## src/rtl/conv_pkg.sv

```systemverilog
// Shared sizing helpers for the convolution adder tree: depth, result width and
// the per-level operand counts used to lay out the flattened tree bus.
package conv_pkg;

  function automatic int tree_stages(input int n);
    return ($clog2(n) < 1) ? 1 : $clog2(n);
  endfunction

  function automatic int sum_width(input int bitwidth, input int n);
    return bitwidth + tree_stages(n);
  endfunction

  // Operands present after `level` pairwise reductions (odd leftovers carried).
  function automatic int levelCount(input int n, input int level);
    int c = n;
    for (int i = 0; i < level; i++) c = (c + 1) / 2;
    return c;
  endfunction

  // Operand offset of `level` inside the bus that concatenates all levels.
  function automatic int levelOffset(input int n, input int level);
    int off = 0;
    for (int i = 0; i < level; i++) off += levelCount(n, i);
    return off;
  endfunction

endpackage

```

## src/rtl/adder_tree_stage.sv

```systemverilog
// One registered pairwise-reduction level with a valid bit and stall handling.
// An odd trailing operand is forwarded unchanged to the last output slot.
module adder_tree_stage #(
  parameter int IN_COUNT   = 2,
  parameter int WIDTH      = 8,
  parameter bit CLEAR_DATA = 1'b0
) (
  input  logic                                clock,
  input  logic                                reset_n,
  input  logic [IN_COUNT*WIDTH-1:0]           inData,
  input  logic                                inValid,
  output logic                                inReady,
  output logic [((IN_COUNT+1)/2)*WIDTH-1:0]   outData,
  output logic                                outValid,
  input  logic                                outReady
);

  localparam int OUT_COUNT = (IN_COUNT + 1) / 2;

  logic [OUT_COUNT*WIDTH-1:0] nextData;

  for (genvar o = 0; o < OUT_COUNT; o++) begin : gPair
    if (2 * o + 1 < IN_COUNT) begin : gAdd
      assign nextData[o*WIDTH +: WIDTH] =
        inData[(2*o)*WIDTH +: WIDTH] + inData[(2*o+1)*WIDTH +: WIDTH];
    end else begin : gPass
      assign nextData[o*WIDTH +: WIDTH] = inData[(2*o)*WIDTH +: WIDTH];
    end
  end

  // The slot can load when it is empty or its content leaves this edge.
  assign inReady = !outValid || outReady;

  always_ff @(posedge clock) begin
    if (!reset_n) begin
      outValid <= 1'b0;
      if (CLEAR_DATA) outData <= '0;
    end else if (inReady) begin
      outValid <= inValid;
      if (inValid) outData <= nextData;
    end
  end

endmodule

```

## src/rtl/conv_adder_tree.sv

```systemverilog
// Pipelined adder tree summing one CHANNELS x FILTER_WIDTH x FILTER_WIDTH window
// per cycle; a capture register feeds STAGES reduction levels, the last being sum.
module conv_adder_tree
  import conv_pkg::*;
#(
  parameter int BITWIDTH     = 8,
  parameter int FILTER_WIDTH = 3,
  parameter int CHANNELS     = 1,
  parameter int SIGNED       = 0,
  parameter int OUT_WIDTH    = 32
) (
  input  logic                                                       clock,
  input  logic                                                       reset_n,
  input  logic [CHANNELS-1:0][FILTER_WIDTH-1:0][FILTER_WIDTH-1:0][BITWIDTH-1:0] in_addends,
  input  logic                                                       in_valid,
  output logic                                                       in_ready,
  output logic [OUT_WIDTH-1:0]                                       sum,
  output logic                                                       sum_valid,
  input  logic                                                       sum_ready
);

  localparam int N      = CHANNELS * FILTER_WIDTH * FILTER_WIDTH;
  localparam int STAGES = tree_stages(N);
  localparam int SW     = sum_width(BITWIDTH, N);
  localparam int TOTAL  = levelOffset(N, STAGES + 1);

  if ((OUT_WIDTH < SW) || (N < 2)) begin : gBadParams
    $error("conv_adder_tree: OUT_WIDTH must be >= %0d and N must be >= 2", SW);
  end

  logic [N*BITWIDTH-1:0] flatAddends;
  logic [N*SW-1:0]       extAddends;
  logic [N*SW-1:0]       captureData;
  logic                  captureValid;
  logic [TOTAL*SW-1:0]   treeBus;
  logic [STAGES:0]       validBus;
  logic [STAGES+1:0]     readyBus;
  logic [SW-1:0]         finalSum;

  assign flatAddends = in_addends;

  for (genvar i = 0; i < N; i++) begin : gExtend
    if (SIGNED != 0) begin : gSigned
      assign extAddends[i*SW +: SW] =
        {{STAGES{flatAddends[i*BITWIDTH+BITWIDTH-1]}}, flatAddends[i*BITWIDTH +: BITWIDTH]};
    end else begin : gUnsigned
      assign extAddends[i*SW +: SW] = {{STAGES{1'b0}}, flatAddends[i*BITWIDTH +: BITWIDTH]};
    end
  end

  // Handshakes: a transfer happens on a rising edge where valid && ready are
  // both high; valid never waits on ready, and held data stays stable until taken.
  assign readyBus[STAGES+1] = sum_ready;
  assign readyBus[0]        = !captureValid || readyBus[1];
  assign validBus[0]        = captureValid;
  assign treeBus[N*SW-1:0]  = captureData;

  always_ff @(posedge clock) begin
    if (!reset_n) begin
      captureValid <= 1'b0;
    end else if (readyBus[0]) begin
      captureValid <= in_valid && in_ready;
      if (in_valid && in_ready) captureData <= extAddends;
    end
  end

  for (genvar l = 1; l <= STAGES; l++) begin : gLevel
    adder_tree_stage #(
      .IN_COUNT  (levelCount(N, l - 1)),
      .WIDTH     (SW),
      .CLEAR_DATA(l == STAGES)
    ) uStage (
      .clock   (clock),
      .reset_n (reset_n),
      .inData  (treeBus[levelOffset(N, l - 1)*SW +: levelCount(N, l - 1)*SW]),
      .inValid (validBus[l-1]),
      .inReady (readyBus[l]),
      .outData (treeBus[levelOffset(N, l)*SW +: levelCount(N, l)*SW]),
      .outValid(validBus[l]),
      .outReady(readyBus[l+1])
    );
  end

  assign finalSum = treeBus[levelOffset(N, STAGES)*SW +: SW];

  if (OUT_WIDTH > SW) begin : gWiden
    if (SIGNED != 0) begin : gSigned
      assign sum = {{(OUT_WIDTH-SW){finalSum[SW-1]}}, finalSum};
    end else begin : gUnsigned
      assign sum = {{(OUT_WIDTH-SW){1'b0}}, finalSum};
    end
  end else begin : gExact
    assign sum = finalSum;
  end

  // Reset forces the interface idle even before the first reset edge lands.
  assign sum_valid = reset_n && validBus[STAGES];
  assign in_ready  = !reset_n || !validBus[STAGES] || sum_ready;

endmodule

```

## config.mk

```make
export PLATFORM = sky130hd
export DESIGN_NAME = conv_adder_tree
export DESIGN_NICKNAME = d
export VERILOG_FILES = /design/src/rtl/conv_pkg.sv /design/src/rtl/adder_tree_stage.sv /design/src/rtl/conv_adder_tree.sv
export SDC_FILE = /design/constraint.sdc
export NUM_CORES = 1
export LEC_CHECK = 0
export CORE_ASPECT_RATIO = 1.1
export CORE_MARGIN = 2
export CORE_UTILIZATION = 55
export DETAILED_ROUTE_END_ITERATION = 10
export GPL_ROUTABILITY_DRIVEN = 0
export PLACE_DENSITY = 0.78
export RECOVER_POWER = 25
export SKIP_LAST_GASP = 1
export SYNTH_ARGS = -nofsm -noshare
export SYNTH_HDL_FRONTEND = slang
export SYNTH_HIERARCHICAL = 1
export SYNTH_SLANG_ARGS = --single-unit
```

## constraint.sdc

```tcl
create_clock -name clock -period 17.5 [get_ports clock]
set_input_delay 5.25 -clock clock [delete_from_list [all_inputs] [get_ports clock]]
set_output_delay 5.25 -clock clock [all_outputs]
set_load 0.03 [all_outputs]
```

==> impl_results.md, run 1 <==
* Vias in the first global route at 6015
* Final #Nets at around 1100
* Biggest area consumer among synthesized cells: edfxtp_1
* Clock latency on the worst-skew pair at 0.50 ns
* Layout fillers at 1377
* Reg-to-reg slack, setup at 14.86 ns
* Mapped cell area at 10500 um^2
* Worst r2r path cells at 6
* Share of layout cells above drive strength 1 at 7.22%
* First-pass GRT wire length at around 27 mm
* Async S/R FF share, synth at 0%
* Synthesized area per cell at about 14 um^2
* DP Wirelength at 11.9 mm
* Buf+Inv Stages, Crit Path at 3
* Slowest Stage Delay on Critical Path at 0.66 ns
* Initial Util at ~57%
* TritonCTS clock tree: yes
* Final instance area at 12400 um^2
* Final Core Density at 66.7%
* Clock slew at reported path FFs at around 0.060 ns
* 1st-iter DRT viols at roughly 270
* Cts repair resizes at 0
* Pre-antenna DRT Iters at 4
* Critical path's most frequent cell: clkdlybuf4s50_1
* Dpl cell area at 11700 um^2
* Most used DFF post-synth: edfxtp_1
* Netlist cell types at 55
* Placed cell count at between 1000 and 1500
* CP required at 12.25 ns
* Final setup viols at 0
* Total power at approximately 1.2 mW
* VDD IR-drop max at 0.0000853 V
* Pwr/cell area at 94.9 nW/um^2
* Crit path max fanout at 27
* Row count at 52
* Drt drc at 0
* Clk sinks at 209
* Remaining antenna violation count at 0
* Setup TNS at 0 ns
* Total GRT Usage at 16.6%
* Pre-CTS setup slack at 5.43 ns
* Die Height at 149 um
* Hold Crit Start: gLevel[2].uStage/outData[32]$_DFFE_PP_
* H-tree Lvls at 1
* Footprint of the multi-input gates at roughly 4300 um^2
* DR vias/cell at 5.39
* Max Transition Viols Final at 0
* Hold Path Cell Cnt at 0
* Hold Crit Class: flip-flop to flip-flop
* Clk root buf: clkbuf_16
* Met2 GRT Util at 29.9%
* Die X-Extent at ~140 um
* Worst clock skew at 0.0137 ns
* Crit path depth at 4
* Routed len/inst at 14.2 um
* Pin slew with the least headroom to its limit at 1.00 ns
* Largest net degree at the start of global routing at 73
* Hold-fix buffers at CTS at 0
* Met1 GRT Util at between 20% and 30%
* Cell count after synthesis at about 750
* Minimum clock period at 12.07 ns
* Hold Slack at 0.416 ns
* CP endpoint kind: output pin
* Synth-to-Final Area Change at 17.9%
* Peak Freq at between 80 and 90 MHz
* Top Ports at 110
* TritonCTS buffer count at 23
* Via Count at a little over 6000
* Post-CTS setup buffer count at 0
* Count of state elements after synthesis at 209
* Final Hold Vio Count at 0
* Final std cells w/o fill at 1157
* Most Used Layer, Global Route: met2
* Worst-path cell chain: clkdlybuf4s50_1 > buf_4 > and2_2 > clkdlybuf4s50_1
* Worst R2R Start: gLevel[1].uStage/outData[2]$_DFFE_PP_
* Initial antenna violation count at 0
* CP top delay family: buffers and inverters
* EDFF count, synth at ~190
* Seq/Total Area, Yosys at about three fifths
* Register area at just over 6000 um^2
* Setup crit start: reset_n
* Core region area at between 15000 and 20000 um^2
* Crit Path Class: primary input to output pin
* N_diodes at 0
* Startpoint types: primary input
* Pleak at roughly 4.6 nW
* Detailed Route WL at roughly 16 mm
* Synth Warn # at 6
* Total gr overflow at 0
* Max Root-Sink Buffers at 3
* Post-synth top area share at 55.0%
* Crit path DAT at 6.82 ns
* Max Cap Viol at 0
* RSZ-0062 raised after global routing: false
* Worst slew margin at 33.2%
* Status: completed
* Die area at about 20000 um^2
* I/O Buffers at 89
* Grt met3 use at 3.06%
* Largest cells by area after synthesis: edfxtp_1 55%, ha_1 10%, xnor2_1 4.7%
* Crit-path slowest cell: clkdlybuf4s50_1
* Fin worst setup slack at 5.43 ns
* Final worst path period share at 69.0%
-- area by class of cell --
class                   count  area share, %
clock buffers              32           5.62
clock inverters            10          0.486
inverters                   6          0.182
multi-input cells         564           34.4
flip-flops and latches    209           49.4
well taps                 243           2.46
repair buffers             93           7.45
-- layout by cell type, fill, tap and decap left out, drive strengths merged, types with 17 or more instances in the layout --
cell and count:
xnor2 56, o21ai 26, a21oi 64, a21o 22
clkdlybuf4s50 89, conb 56, ha 88, dfxtp 17
edfxtp 192, nand2 29, clkbuf 32, xor2 28
nand4 17
-- cell families (layout without fill, tap and decap cells) --
logic type      count (synthesis)  in the layout  share of synthesized area [%]
other cells                     1             56                         0.0357
compound gates                186            186                           13.3
fa+ha+maj                      96             96                           12.0
flops                         209            209                           58.2
xor+xnor                       84             84                           7.01
buf+inv                        35            141                           1.97
simple gates                  142            142                           7.48
-- where the power goes --
group | total, mW | switching, mW | internal (mW)
registers | 0.577 | 0.00594 | 0.571
clock network | 0.464 | 0.185 | 0.279
logic | 0.133 | 0.0709 | 0.0620
total | 1.17 | 0.262 | 0.911
-- sequential cells by signal, indices dropped and copies added (netlist names) --
signal and cells:
gLevel.uStage/outValid 4, captureData 72, captureValid 1, gLevel.uStage/outData 132
-- worst register-to-register path: cells and delay by family (launching register included) --
kind                       cells  cell delay (ns)
AOI/OAI and AO/OA              3             1.33
xor gates and xnor gates       1             0.09
adders and majority gates      1             0.38
DFF                            1             0.37
and+or+nand+nor                1             0.22
-- final timing paths --
check | to
hold reg to reg | gLevel[3].uStage/outData[20]$_DFFE_PP_
setup / recovery | sum_valid
setup reg to reg | gLevel[2].uStage/outData[11]$_DFFE_PP_
hold / removal | gLevel[3].uStage/outData[20]$_DFFE_PP_
-- synth_stat cells, types with 2 or more instances --
cell       number
edfxtp_1      192
ha_1           88
a21oi_1        58
xnor2_1        56
nand2_1        29
xor2_1         28
o21ai_0        23
a21o_1         21
buf_4          20
dfxtp_1        17
nand4_1        17
nor2_1         16
nand3_1        15
and2_1         14
nor3_1         12
and3_1         11
clkbuf_1        9
a211oi_1        8
fa_1            8
a2111oi_0       7
o21a_1          7
o21bai_1        7
or3_1           7
a21boi_0        6
a21boi_1        6
a21oi_2         6
a41oi_2         6
inv_1           6
a2111oi_4       5
and3_4          5
nand2b_1        5
a31o_2          3
nor2b_1         3
o211ai_1        3
o21ai_1         3
a211oi_2        2
a311oi_1        2
a31oi_1         2
nand3b_1        2
nor2b_2         2
o2111ai_1       2
-- routing by layer --
metal,part of all wire [%],wire [um],vias up
met2,51,8340,149
met4,2.2,365,0
met5,0,0,-
met3,4.8,782,28
met1,42,6960,2936
li1,-,-,3123
Power figures use the tool's default switching activity.
==> run 2: changes to the inputs <==
--- a/config.mk
+++ b/config.mk
@@ -7,10 +7,10 @@
 export LEC_CHECK = 0
 export CORE_ASPECT_RATIO = 1.1
 export CORE_MARGIN = 2
-export CORE_UTILIZATION = 55
+export CORE_UTILIZATION = 52
 export DETAILED_ROUTE_END_ITERATION = 10
 export GPL_ROUTABILITY_DRIVEN = 0
-export PLACE_DENSITY = 0.78
+export PLACE_DENSITY = 0.77
 export RECOVER_POWER = 25
 export SKIP_LAST_GASP = 1
 export SYNTH_ARGS = -nofsm -noshare
==> constraint.sdc (replaced) <==
create_clock -name clock -period 10.6 [get_ports clock]
set_input_delay 3.18 -clock clock [delete_from_list [all_inputs] [get_ports clock]]
set_output_delay 3.18 -clock clock [all_outputs]
set_load 0.03 [all_outputs]
==> run 2 against run 1 <==
Compared with the run above: design area increased by 0.10%; core utilization decreased by 4.2 points; via count decreased by 0.43%; flip-flop and latch count unchanged; clock skew increased by 0.0015 ns; sequential share of layout area about the same; clock power increased by 69%; final cell count increased by 0.78%; first-iteration DRC count increased by 1.1%; total power increased by 67%; worst setup slack got worse by 2.8 ns; critical path type unchanged; largest cell class unchanged; largest power group unchanged.
==> impl_results.md, run 2 (synthesis results as in run 1) <==
* Remaining antenna violation count at 0 (unchanged)
* Hold Path Cell Cnt at 0 (unchanged)
* CP top delay family: buffers and inverters (unchanged)
* TritonCTS buffer count at 23 (unchanged)
* DR vias/cell at 5.33 (was 5.39)
* Startpoint types: primary input (unchanged)
* Pleak at 4.64 nW (about the same)
* Number of flip-flops in the largest register at 132 (unchanged)
* I/O Buffers at 89 (unchanged)
* Die area at 21300 um^2 (was 20200 um^2)
* Largest net degree at the start of global routing at 73 (unchanged)
* Clk root buf: clkbuf_16 (unchanged)
* Final Core Density at 62.5% (was 66.7%)
* Setup TNS at 0 ns (unchanged)
* Final Hold Vio Count at 0 (unchanged)
* Commonest non-fill, non-tap cells in the layout: 192 x edfxtp_1, 89 x clkdlybuf4s50_1, 88 x ha_1 (unchanged)
* Biggest registers after layout: gLevel.uStage/outData (132), captureData (72), gLevel.uStage/outValid (4) (unchanged)
* Total GRT Usage at 15.5% (was 16.6%)
* Reg with most FFs: gLevel.uStage/outData (unchanged)
* Post-CTS setup buffer count at 0 (unchanged)
* RSZ-0062 raised after global routing: false (unchanged)
* Critical path's most frequent cell: clkdlybuf4s50_1 (unchanged)
* Core region area at 19800 um^2 (was 18500 um^2)
* Hold-fix buffers at CTS at 0 (unchanged)
* Crit Path Class: primary input to output pin (unchanged)
* First-pass GRT wire length at 27.7 mm (was 27.0 mm)
* Crit-path slowest cell: clkdlybuf4s50_1 (unchanged)
* Final #Nets at 1069 (unchanged)
* Crit path DAT at 4.74 ns (was 6.82 ns)
* Detailed Route WL at 16.4 mm (was 16.5 mm)
* Worst-path cell chain: clkdlybuf4s50_1 > buf_4 > and2_2 > clkdlybuf4s50_1 (unchanged)
* Pin slew with the least headroom to its limit at 0.992 ns (was 1.00 ns)
* Share of layout cells above drive strength 1 at 7.11% (was 7.22%)
* Met1 GRT Util at 19.3% (was 20.0%)
* Worst r2r path cells at 7 (was 6)
* Vias in the first global route at 6087 (was 6015)
* TritonCTS clock tree: yes (unchanged)
* Final worst path period share at 74.8%
* Cts repair resizes at 0 (unchanged)
* Initial Util at 53.0% (was 56.6%)
* Grt met3 use at 2.57% (was 3.06%)
* Status: completed (unchanged)
* Most Used Layer, Global Route: met2 (unchanged)
* 1st-iter DRT viols at 274 (was 271)
* Final setup viols at 0 (unchanged)
* H-tree Lvls at 1 (unchanged)
* Buf+Inv Stages, Crit Path at 3 (unchanged)
* Max Root-Sink Buffers at 3 (unchanged)
* Row count at 54 (was 52)
* Minimum clock period at 7.92 ns
* Max Transition Viols Final at 0 (unchanged)
* Pre-antenna DRT Iters at 4 (unchanged)
* Drt drc at 0 (unchanged)
* Max Cap Viol at 0 (unchanged)
* N_diodes at 0 (unchanged)
* CP endpoint kind: output pin (unchanged)
* Peak Freq at 126 MHz
* Met2 GRT Util at 26.9% (was 29.9%)
* Pwr/cell area at 158 nW/um^2 (was 94.9 nW/um^2)
* Clk sinks at 209 (unchanged)
* Top Ports at 110 (unchanged)
* Total gr overflow at 0 (unchanged)
* Slowest Stage Delay on Critical Path at 0.66 ns (about the same)
* Crit path depth at 4 (unchanged)
* Die X-Extent at 139 um (was 136 um)
* Most common cell after layout, fill and taps aside: edfxtp_1 (unchanged)
* DP Wirelength at 12.0 mm (was 11.9 mm)
* Via Count at 6209 (was 6236)
* Crit path max fanout at 27 (unchanged)
* Hold Crit Class: flip-flop to flip-flop (unchanged)
* Routed len/inst at 14.1 um (was 14.2 um)
* Die Height at 153 um (was 149 um)
* Worst clock skew at 0.0152 ns (was 0.0137 ns)
* Synth-to-Final Area Change at 18.0% (was 17.9%)
* Clock latency on the worst-skew pair at 0.52 ns (was 0.50 ns)
* Initial antenna violation count at 0 (unchanged)
* Clock slew at reported path FFs at 0.06 ns (about the same)
* VDD IR-drop max at 0.000132 V (was 0.0000853 V)
* Worst slew margin at 33.9% (was 33.2%)
* CP required at 7.42 ns (was 12.25 ns)
run 2: changes by cell type in the layout (fill, tap and decap cells not counted):
cell       change
clkbuf_16      -4
clkinv_1       +4
bufinv_16      +3
clkbuf_1       -3
clkinv_2       +1
clkinv_4       -1
inv_16         +1
inv_6          -1
run 2: final timing paths:
kind         slack (ns)                                     end                                    from
max                2.68                               sum_valid                                 reset_n
min                0.41  gLevel[2].uStage/outData[33]$_DFFE_PP_  gLevel[1].uStage/outData[57]$_DFFE_PP_
max reg2reg        7.89   gLevel[3].uStage/outData[8]$_DFFE_PP_  gLevel[2].uStage/outData[12]$_DFFE_PP_
min reg2reg        0.41  gLevel[2].uStage/outData[33]$_DFFE_PP_  gLevel[1].uStage/outData[57]$_DFFE_PP_
run 2: power by group:
part	internal [mW]	switching, mW	total (mW)
logic	0.102	0.117	0.219
registers	0.942	0.00995	0.952
clock network	0.472	0.313	0.785
run 2: cell type report:
| type | count | area, um^2 |
|---|---|---|
| timing repair buffer | 93 | 921 |
| fill | 1475 | 7420 |
| tap | 252 | 315 |
| multi-input combinational | 564 | 4260 |
| sequential | 209 | 6110 |
| clock inverter | 17 | 173 |
| inverter | 6 | 22.5 |
| clock buffer | 25 | 583 |
run 2: stage by stage:
step | hold slack, ns | worst slack (ns) | instances | power [mW] | instance area (um^2)
after floorplan | 0.400 | 3.57 | 808 | 1.13 | 10700
after global placement | 0.401 | 2.69 | 1124 | 1.18 | 11800
after detailed placement | 0.405 | 2.68 | 1124 | 1.19 | 11800
after CTS | 0.417 | 2.68 | 1166 | 1.98 | 12500
after global routing | 0.419 | 2.61 | 1166 | 2.04 | 12400
final | 0.410 | 2.68 | 1166 | 1.96 | 12400
run 2: per-layer routing:
| metal | wire [um] | vias to the layer above |
|---|---|---|
| met2 | 8050 | 136 |
| met5 | 0 | - |
| li1 | - | 3126 |
| met4 | 583 | 0 |
| met1 | 7060 | 2913 |
| met3 | 735 | 34 |
